[src/rtl/time_set_rx_if.sv]
// Time-set bus: serial line in, validated BCD time and strobes out.
interface time_set_rx_if;
  logic       rxd;
  logic       load;
  logic [2:0] min10;
  logic [3:0] min1;
  logic [2:0] sec10;
  logic [3:0] sec1;
  logic       err;

  modport master (input rxd, output load, min10, min1, sec10, sec1, err);
  modport slave  (output rxd, input load, min10, min1, sec10, sec1, err);
endinterface

[src/rtl/time_set_rx.sv]
// Serial time-set receiver: UART 8N1 front end plus an "MM:SS<CR>" parser
// that presents validated BCD digits with one-cycle load/err strobes.
module time_set_rx #(
  parameter int CLK_HZ = 50_000_000,
  parameter int BAUD   = 115200
) (
  input logic          clk,
  input logic          rst_n,
  time_set_rx_if.master bus
);

  localparam int DIV = (CLK_HZ + BAUD / 2) / BAUD;
  localparam int CW  = $clog2(DIV + 1);
  localparam logic [CW-1:0] HALF = CW'(DIV / 2);
  localparam logic [CW-1:0] FULL = CW'(DIV - 1);
  localparam logic [CW-1:0] ONE  = CW'(1);

  typedef enum logic [2:0] {IDLE, START, DATA, STOP, WAITHI} rx_state_t;
  typedef enum logic [2:0] {P_M10, P_M1, P_COL, P_S10, P_S1, P_CR} p_state_t;

  logic       sync1, rxs, rxs_d;
  rx_state_t  rx_state;
  logic [CW-1:0] baud_cnt;
  logic [2:0] bit_cnt;
  logic [7:0] shreg;
  logic       byte_stb, frame_err;

  p_state_t   p_state;
  logic [2:0] sh_m10, sh_s10;
  logic [3:0] sh_m1, sh_s1;
  logic       syn_err, cr_ok;
  logic       is_d05, is_d09;

  // rxs_d lets IDLE react only to a true falling edge, never to a line still low after a break
  always_ff @(posedge clk or negedge rst_n) begin
    if (!rst_n) begin
      sync1 <= 1'b1;
      rxs   <= 1'b1;
      rxs_d <= 1'b1;
    end else begin
      sync1 <= bus.rxd;
      rxs   <= sync1;
      rxs_d <= rxs;
    end
  end

  always_ff @(posedge clk or negedge rst_n) begin
    if (!rst_n) begin
      rx_state  <= IDLE;
      baud_cnt  <= '0;
      bit_cnt   <= '0;
      shreg     <= '0;
      byte_stb  <= 1'b0;
      frame_err <= 1'b0;
    end else begin
      byte_stb  <= 1'b0;
      frame_err <= 1'b0;
      case (rx_state)
        IDLE: if (rxs_d && !rxs) begin
          rx_state <= START;
          baud_cnt <= HALF;
        end
        START: if (baud_cnt != '0) baud_cnt <= baud_cnt - ONE;
          else if (rxs) rx_state <= IDLE;
          else begin
            rx_state <= DATA;
            baud_cnt <= FULL;
            bit_cnt  <= '0;
          end
        DATA: if (baud_cnt != '0) baud_cnt <= baud_cnt - ONE;
          else begin
            shreg    <= {rxs, shreg[7:1]};
            baud_cnt <= FULL;
            bit_cnt  <= bit_cnt + 3'd1;
            if (bit_cnt == 3'd7) rx_state <= STOP;
          end
        STOP: if (baud_cnt != '0) baud_cnt <= baud_cnt - ONE;
          else if (rxs) begin
            byte_stb <= 1'b1;
            rx_state <= IDLE;
          end else begin
            frame_err <= 1'b1;
            rx_state  <= WAITHI;
          end
        WAITHI: if (rxs) rx_state <= IDLE;
        default: rx_state <= IDLE;
      endcase
    end
  end

  assign is_d05 = (shreg >= 8'h30) && (shreg <= 8'h35);
  assign is_d09 = (shreg >= 8'h30) && (shreg <= 8'h39);

  // Decisions are registered in syn_err/cr_ok so each strobe fires one cycle after the byte is judged
  always_ff @(posedge clk or negedge rst_n) begin
    if (!rst_n) begin
      p_state   <= P_M10;
      sh_m10    <= '0;
      sh_m1     <= '0;
      sh_s10    <= '0;
      sh_s1     <= '0;
      syn_err   <= 1'b0;
      cr_ok     <= 1'b0;
      bus.load  <= 1'b0;
      bus.err   <= 1'b0;
      bus.min10 <= '0;
      bus.min1  <= '0;
      bus.sec10 <= '0;
      bus.sec1  <= '0;
    end else begin
      bus.load <= cr_ok;
      bus.err  <= syn_err;
      syn_err  <= 1'b0;
      cr_ok    <= 1'b0;
      if (cr_ok) begin
        bus.min10 <= sh_m10;
        bus.min1  <= sh_m1;
        bus.sec10 <= sh_s10;
        bus.sec1  <= sh_s1;
      end
      if (frame_err) begin
        p_state <= P_M10;
        syn_err <= 1'b1;
        sh_m10  <= '0;
        sh_m1   <= '0;
        sh_s10  <= '0;
        sh_s1   <= '0;
      end else if (byte_stb) begin
        if (p_state == P_M10 && shreg == 8'h0A) begin
          p_state <= P_M10;
        end else if (p_state == P_M10 && is_d05) begin
          sh_m10  <= shreg[2:0];
          p_state <= P_M1;
        end else if (p_state == P_M1 && is_d09) begin
          sh_m1   <= shreg[3:0];
          p_state <= P_COL;
        end else if (p_state == P_COL && shreg == 8'h3A) begin
          p_state <= P_S10;
        end else if (p_state == P_S10 && is_d05) begin
          sh_s10  <= shreg[2:0];
          p_state <= P_S1;
        end else if (p_state == P_S1 && is_d09) begin
          sh_s1   <= shreg[3:0];
          p_state <= P_CR;
        end else if (p_state == P_CR && shreg == 8'h0D) begin
          cr_ok   <= 1'b1;
          p_state <= P_M10;
        end else begin
          syn_err <= 1'b1;
          p_state <= P_M10;
          sh_m10  <= '0;
          sh_m1   <= '0;
          sh_s10  <= '0;
          sh_s1   <= '0;
        end
      end
    end
  end

endmodule

[src/flat_wrapper.sv]
// flat-port wrapper written by rule: the top's interface ports become plain ports
module time_set_rx_flat 
#(
  parameter int CLK_HZ = 50_000_000,
  parameter int BAUD   = 115200
)
  (clk, rst_n, bus_rxd, bus_load, bus_min10, bus_min1, bus_sec10, bus_sec1, bus_err);
  time_set_rx_if bus_i ();
  input logic clk;
  input logic rst_n;
  input wire logic [$bits(bus_i.rxd)-1:0] bus_rxd;
  output wire logic [$bits(bus_i.load)-1:0] bus_load;
  output wire logic [$bits(bus_i.min10)-1:0] bus_min10;
  output wire logic [$bits(bus_i.min1)-1:0] bus_min1;
  output wire logic [$bits(bus_i.sec10)-1:0] bus_sec10;
  output wire logic [$bits(bus_i.sec1)-1:0] bus_sec1;
  output wire logic [$bits(bus_i.err)-1:0] bus_err;
  assign bus_i.rxd = bus_rxd;
  assign bus_load = bus_i.load;
  assign bus_min10 = bus_i.min10;
  assign bus_min1 = bus_i.min1;
  assign bus_sec10 = bus_i.sec10;
  assign bus_sec1 = bus_i.sec1;
  assign bus_err = bus_i.err;
  time_set_rx #(.CLK_HZ(CLK_HZ), .BAUD(BAUD)) u_core (.clk(clk), .rst_n(rst_n), .bus(bus_i));
endmodule
[config.mk]
export PLATFORM = sky130hd
export DESIGN_NAME = time_set_rx_flat
export DESIGN_NICKNAME = d
export VERILOG_FILES = /design/src/rtl/time_set_rx_if.sv /design/src/rtl/time_set_rx.sv /design/src/flat_wrapper.sv
export SDC_FILE = /design/constraint.sdc
export NUM_CORES = 1
export LEC_CHECK = 0
export CAP_MARGIN = 20
export CELL_PAD_IN_SITES_DETAIL_PLACEMENT = 2
export CELL_PAD_IN_SITES_GLOBAL_PLACEMENT = 2
export CORE_UTILIZATION = 40
export DETAILED_ROUTE_END_ITERATION = 16
export PLACE_DENSITY = 0.84
export SLEW_MARGIN = 25
export SYNTH_ARGS = -nofsm -noshare
export SYNTH_HDL_FRONTEND = slang
export SYNTH_SLANG_ARGS = --single-unit
[constraint.sdc]
create_clock -name clk -period 3.4 [get_ports clk]
set_clock_uncertainty 0.15 [all_clocks]
set_input_delay 0.68 -clock clk [delete_from_list [all_inputs] [get_ports clk]]
set_output_delay 0.68 -clock clk [all_outputs]
set_load 0.005 [all_outputs]
**Word level (Yosys, flattened, before mapping)**

Cells that the tools add are included.

- Flip-flop bits (word level): 63
- Input bits: 3
- Output and inout bits: 16
- Word-level logic and storage cells: 176

- Add/sub/neg operators: 2
- Order comparisons: 3
- Eq/ne operators: 39
- Mux-type cells: 84
- Bitwise logic cells: 1
- Reduce and logical (&&, ||, !) cells: 25

Operators with widths:

| kind | number |
|---|---|
| 3-bit two-way mux | 34 |
| 4-bit two-way mux | 17 |
| 9-bit two-way mux | 5 |
| 3-bit by 1-bit inequality test with 1-bit output, second input constant | 12 |
| 9-bit one-hot mux with 4 select lines | 1 |
| 7-bit AND reduction | 4 |
| 1-bit two-way mux | 24 |
| 2-bit by 1-bit inequality test with 1-bit output, second input constant | 9 |
| 8-bit by 4-bit equality test with 1-bit output, second input constant | 2 |
| 8-bit by 6-bit less-or-equal comparator with 1-bit output, second input constant | 2 |
| 3-bit one-hot mux with 5 select lines | 1 |
| 3-bit by 2-bit equality test with 1-bit output, second input constant | 4 |
| 3-bit equality test, second input constant | 4 |
| 1-bit logical AND | 10 |
| 9-bit nonzero test | 1 |
| 9-bit by 1-bit subtractor with 9-bit output, second input constant | 1 |
| 8-bit by 6-bit equality test with 1-bit output, second input constant | 1 |
| 8-bit by 6-bit greater-or-equal comparator with 1-bit output, second input constant | 1 |
| 2-bit inequality test, second input constant | 4 |
| 4-bit AND reduction | 2 |
| 3-bit by 1-bit equality test with 1-bit output, second input constant | 2 |
| 3-bit logical NOT | 2 |
| 3-bit one-hot mux with 2 select lines | 1 |
| 6-bit AND reduction | 1 |
| other kinds (8) | 9 |

**Depth between registers and ports, before layout**

- Word-level depth: 11
- Mapped depth: 8
- Depth with buffers taken out: 7

**Worst setup path after synthesis**

OpenSTA, ideal clock, no wires.

- Kind: reg2reg
- Start: register u_core.baud_cnt[6]
- End: register u_core.shreg[0]
- Library setup time: 125 ps
- Arrival time: 2250 ps
- Required time: 3125 ps
- Path slack: 876 ps
- Cell stages (with the launch flop): 7
- Path buffers: 2
- Clock period less this slack: 2524 ps
- Path through: dfrtp_1 or4_4 or4_1 buf_2 nor3b_2 buf_4 mux2_2

- Cells in the longest elaborated chain, start to end: 3

Ends and longest elaborated chain:

| element | line | source |
|---|---|---|
| start: declaration | time_set_rx.sv:23 | `logic [CW-1:0] baud_cnt;` |
| start signal: assignment | time_set_rx.sv:63 | `START: if (baud_cnt != '0) baud_cnt <= baud_cnt - ONE;` |
| start signal: assignment | time_set_rx.sv:70 | `DATA: if (baud_cnt != '0) baud_cnt <= baud_cnt - ONE;` |
| start signal: assignment | time_set_rx.sv:77 | `STOP: if (baud_cnt != '0) baud_cnt <= baud_cnt - ONE;` |
| 9-bit nonzero test | time_set_rx.sv:70 |  |
| 1-bit NOT (no line) | - |  |
| 2-bit AND reduction (no line) | - |  |
| end signal: assignment | time_set_rx.sv:72 | `shreg <= {rxs, shreg[7:1]};` |
| end: declaration | time_set_rx.sv:25 | `logic [7:0] shreg;` |

No other way between the ends.
A chain may end at the register's enable or synchronous reset.

**Final worst setup path**

Same ends and word-level chain as after synthesis.

==> impl_metrics.tcl <==
set metrics [dict create \
    power.ir.vdd_worst_mv 0.320 \
    num_rows 30 \
    routabilityCongestion 0.796 \
    final_max_tran_viols 0 \
    clockBufferDepth 2 \
    most_numerous_cell_in_the_yosys_netlist "sky130_fd_sc_hd__dfrtp_1" \
    number_of_design_rule_violations_left_after_detail_routing 0 \
    detail_route.iter0.violations 100 \
    cpPeakStageDelay_ns 0.63 \
    maxClockFrequency_ghz 0.369 \
    crit_required_ns 3.46 \
    maxCapViolations 0 \
    globalRouteOverflowTotal 0 \
    ctsResizeCount 0 \
    post_synthesis_instance_total 251 \
    floorplan.initialDensity 0.420 \
    critical_path_class "register to register" \
    numPlacedInstances 356 \
    tns_ns 0 \
    status "finished clean" \
    fill_cells 702 \
    post-route-util 0.488 \
    worst_hold_path_type "primary input to asynchronous set/reset pin" \
    power_density_nw_per_um2 548 \
    detailroute.via_count 2091 \
    commonest_cells_post_synth "60 x sky130_fd_sc_hd__dfrtp_1, 23 x sky130_fd_sc_hd__mux2_2, 17 x sky130_fd_sc_hd__o21ai_0, 13 x sky130_fd_sc_hd__a21oi_1, 12 x sky130_fd_sc_hd__nand2b_1" \
    synth_enable_flop_cells 0 \
    first_pass_grt_wire_length_mm 12.2 \
    clock_tree_from_tritoncts "done" \
    postRouteWirelength_mm 7.14 \
    ff2ff_path_depth 5 \
    htree_num_levels 3 \
    max_slew.worst_pin.slew_ns 0.680 \
    slowest_stage "sky130_fd_sc_hd__or4_1" \
    cts-root-buf "sky130_fd_sc_hd__clkbuf_8" \
    die_y_um 87.1 \
    r2r_start "u_core.baud_cnt[6]" \
    grt_util_all_layers 0.214 \
    setup_viol 0 \
    post-route-cell-area_um2 3370 \
    detail_route.first_pass.iterations 4 \
    cts.hold.buffers_added 0 \
    worst_slew_margin_rel 0.541 \
    post_layout_nonfiller_instances 372 \
    cp-startpoint "u_core.baud_cnt[6]" \
    synthesis.yosys.warnings 0 \
    critical_path.max_fanout 11 \
    synth_top_cells_by_area "sky130_fd_sc_hd__dfrtp_1 52%, sky130_fd_sc_hd__mux2_2 8.9%, sky130_fd_sc_hd__o2bb2ai_1 3.0%" \
    io_pins 19 \
    avg_inst_size_synth_um2 11.5 \
    cts_made_buffers 9 \
    port-buffer-count 18 \
    netlist.area_leader.share 0.518 \
    clock_insertion_delay_worst_skew_ns 0.33 \
    grt_start_max_net_pins 64 \
    route.antenna.remaining_nets 0 \
    detailed_place.area_um2 3180 \
    crit_end_category "register" \
    total_half_perimeter_wirelength_after_legalization_and_detailed_placement_mm 5.00 \
    period_share 0.796 \
    p_leak_nw 1.46 \
    worst_setup_hold_path_clk_slew_ns 0.07 \
    tritoncts_num_sinks 63 \
    core_region_area_um2 6910 \
    setup_repair_after_global_routing_missed_its_margin "no" \
    syn-cell-area_um2 2900 \
    synth-seq-area-share 0.545 \
    grt_antenna_before_repair 0 \
    ys_types 52 \
    drt-vias-per-instance 5.62 \
    yosysTopAreaCell "sky130_fd_sc_hd__dfrtp_1" \
    area_growth_pct 16.4 \
    cell_by_cell_trace_of_the_critical_path "or4_4 > or4_1 > nor3b_2 > buf_4 > mux2_2" \
    asyncSetResetFlopFracSynth 1.00 \
    period_needed_ns 2.71 \
    antennaDiodeCount 0 \
    final_layout_size_suffix_gt1_frac 0.207 \
    worst_ep_arrival_time_ns 2.77 \
    detail_route.wl_per_cell_um 19.2 \
    postCtsSetupBuffers 0 \
    startpoint_type "register" \
    synth_seq_cells 63 \
    postSynthNetCount 257 \
    dominantRegCellSynth "sky130_fd_sc_hd__dfrtp_1" \
    endpoints_failing_hold 0 \
    grt_pass1_vias 2393 \
    reg2reg_slack_ns 0.69 \
    fin_worst_hold_slack_ns 0.200 \
    final_nets 277 \
    die_x_um 87.1 \
    die_area_um2 7590 \
]
==> placed cells by master (no fill, tap or decap), types with 2 or more instances in the layout <==
master / instances
sky130_fd_sc_hd__dfrtp_1: 60
sky130_fd_sc_hd__mux2_2: 23
sky130_fd_sc_hd__o21ai_0: 17
sky130_fd_sc_hd__clkdlybuf4s50_1: 17
sky130_fd_sc_hd__a21oi_1: 13
sky130_fd_sc_hd__clkbuf_8: 13
sky130_fd_sc_hd__nand2b_1: 12
sky130_fd_sc_hd__o2bb2ai_1: 10
sky130_fd_sc_hd__inv_1: 9
sky130_fd_sc_hd__nand2_1: 9
sky130_fd_sc_hd__nor2_1: 8
sky130_fd_sc_hd__nor3_1: 7
sky130_fd_sc_hd__a22o_1: 6
sky130_fd_sc_hd__or4_1: 4
sky130_fd_sc_hd__o22ai_1: 4
sky130_fd_sc_hd__nor4_1: 3
sky130_fd_sc_hd__nand3_1: 3
sky130_fd_sc_hd__a31oi_1: 3
sky130_fd_sc_hd__nand4_1: 3
sky130_fd_sc_hd__o31ai_1: 3
sky130_fd_sc_hd__nor2b_1: 3
sky130_fd_sc_hd__or3_1: 3
sky130_fd_sc_hd__o32ai_1: 3
sky130_fd_sc_hd__ha_1: 3
sky130_fd_sc_hd__dfstp_2: 3
sky130_fd_sc_hd__and3_1: 2
sky130_fd_sc_hd__nand3b_1: 2
sky130_fd_sc_hd__buf_4: 2
==> critical path, delay by kind of cell (launching register included) <==
kind | cells | cell delay [ns]
buffers and inverters | 1 | 0.22
flip-flops | 1 | 0.41
multiplexers | 1 | 0.36
AND/OR/NAND/NOR | 3 | 1.46
==> state kept, by name, summed over array words and instances (netlist names), 3 cells and up <==
signal            cells
u_core.bus.sec10      3
u_core.rx_state       3
u_core.shreg          8
u_core.sh_s10         3
u_core.sh_m1          4
u_core.baud_cnt       9
u_core.sh_s1          4
u_core.sh_m10         3
u_core.p_state        3
u_core.bus.min10      3
u_core.bus.min1       4
u_core.bus.sec1       4
u_core.bit_cnt        3
==> routing by layer <==
layer / part of all wire / up-vias / track usage
li1: - / 975 / -
met2: 0.53 / 29 / 0.375
met4: 0.0085 / 0 / 0.0820
met5: 0 / - / 0
met1: 0.44 / 1081 / 0.261
met3: 0.026 / 6 / 0.0389
==> path summary, 6_finish.rpt <==
check                                       to
max                            u_core.shreg[0]
max in group asynchronous         u_core.rxs_d
max reg2reg                    u_core.shreg[0]
min reg2reg                         u_core.rxs
min                        u_core.bus.min10[1]
min in group clk                    u_core.rxs
==> logic make-up after synthesis <==
family | synth area share
AND/OR/NAND/NOR | 0.151
AO/OA/AOI/OAI | 0.164
flip-flops | 0.545
multiplexers | 0.0945
buffers and inverters | 0.0293
adder cells (fa/ha/maj) | 0.0129
XOR/XNOR | 0.00302
==> report_power, final <==
| part | switching, mW | leakage, nW | internal [mW] | total (mW) |
|---|---|---|---|---|
| Combinational | 0.184 | 0.520 | 0.125 | 0.308 |
| Clock | 0.281 | 0.0987 | 0.344 | 0.625 |
| Sequential | 0.104 | 0.843 | 0.813 | 0.916 |
==> final cells by class <==
class | count | area, µm² | share of cell area
clock inverters | 2 | 12.5 | 0.00371
flip-flops and latches | 63 | 1580 | 0.468
multi-input cells | 167 | 1230 | 0.366
clock buffers | 14 | 183 | 0.0542
inverters | 9 | 33.8 | 0.0100
well taps | 96 | 120 | 0.0356
repair buffers | 21 | 210 | 0.0623
==> through the flow <==
step	setup slack, ns	power [mW]
after global placement	0.807	1.20
after CTS	0.681	1.87
final	0.693	1.85
after floorplan	0.876	1.12
after detailed placement	0.748	1.24
after global routing	0.602	1.95
(Power assumes the default switching activity.)
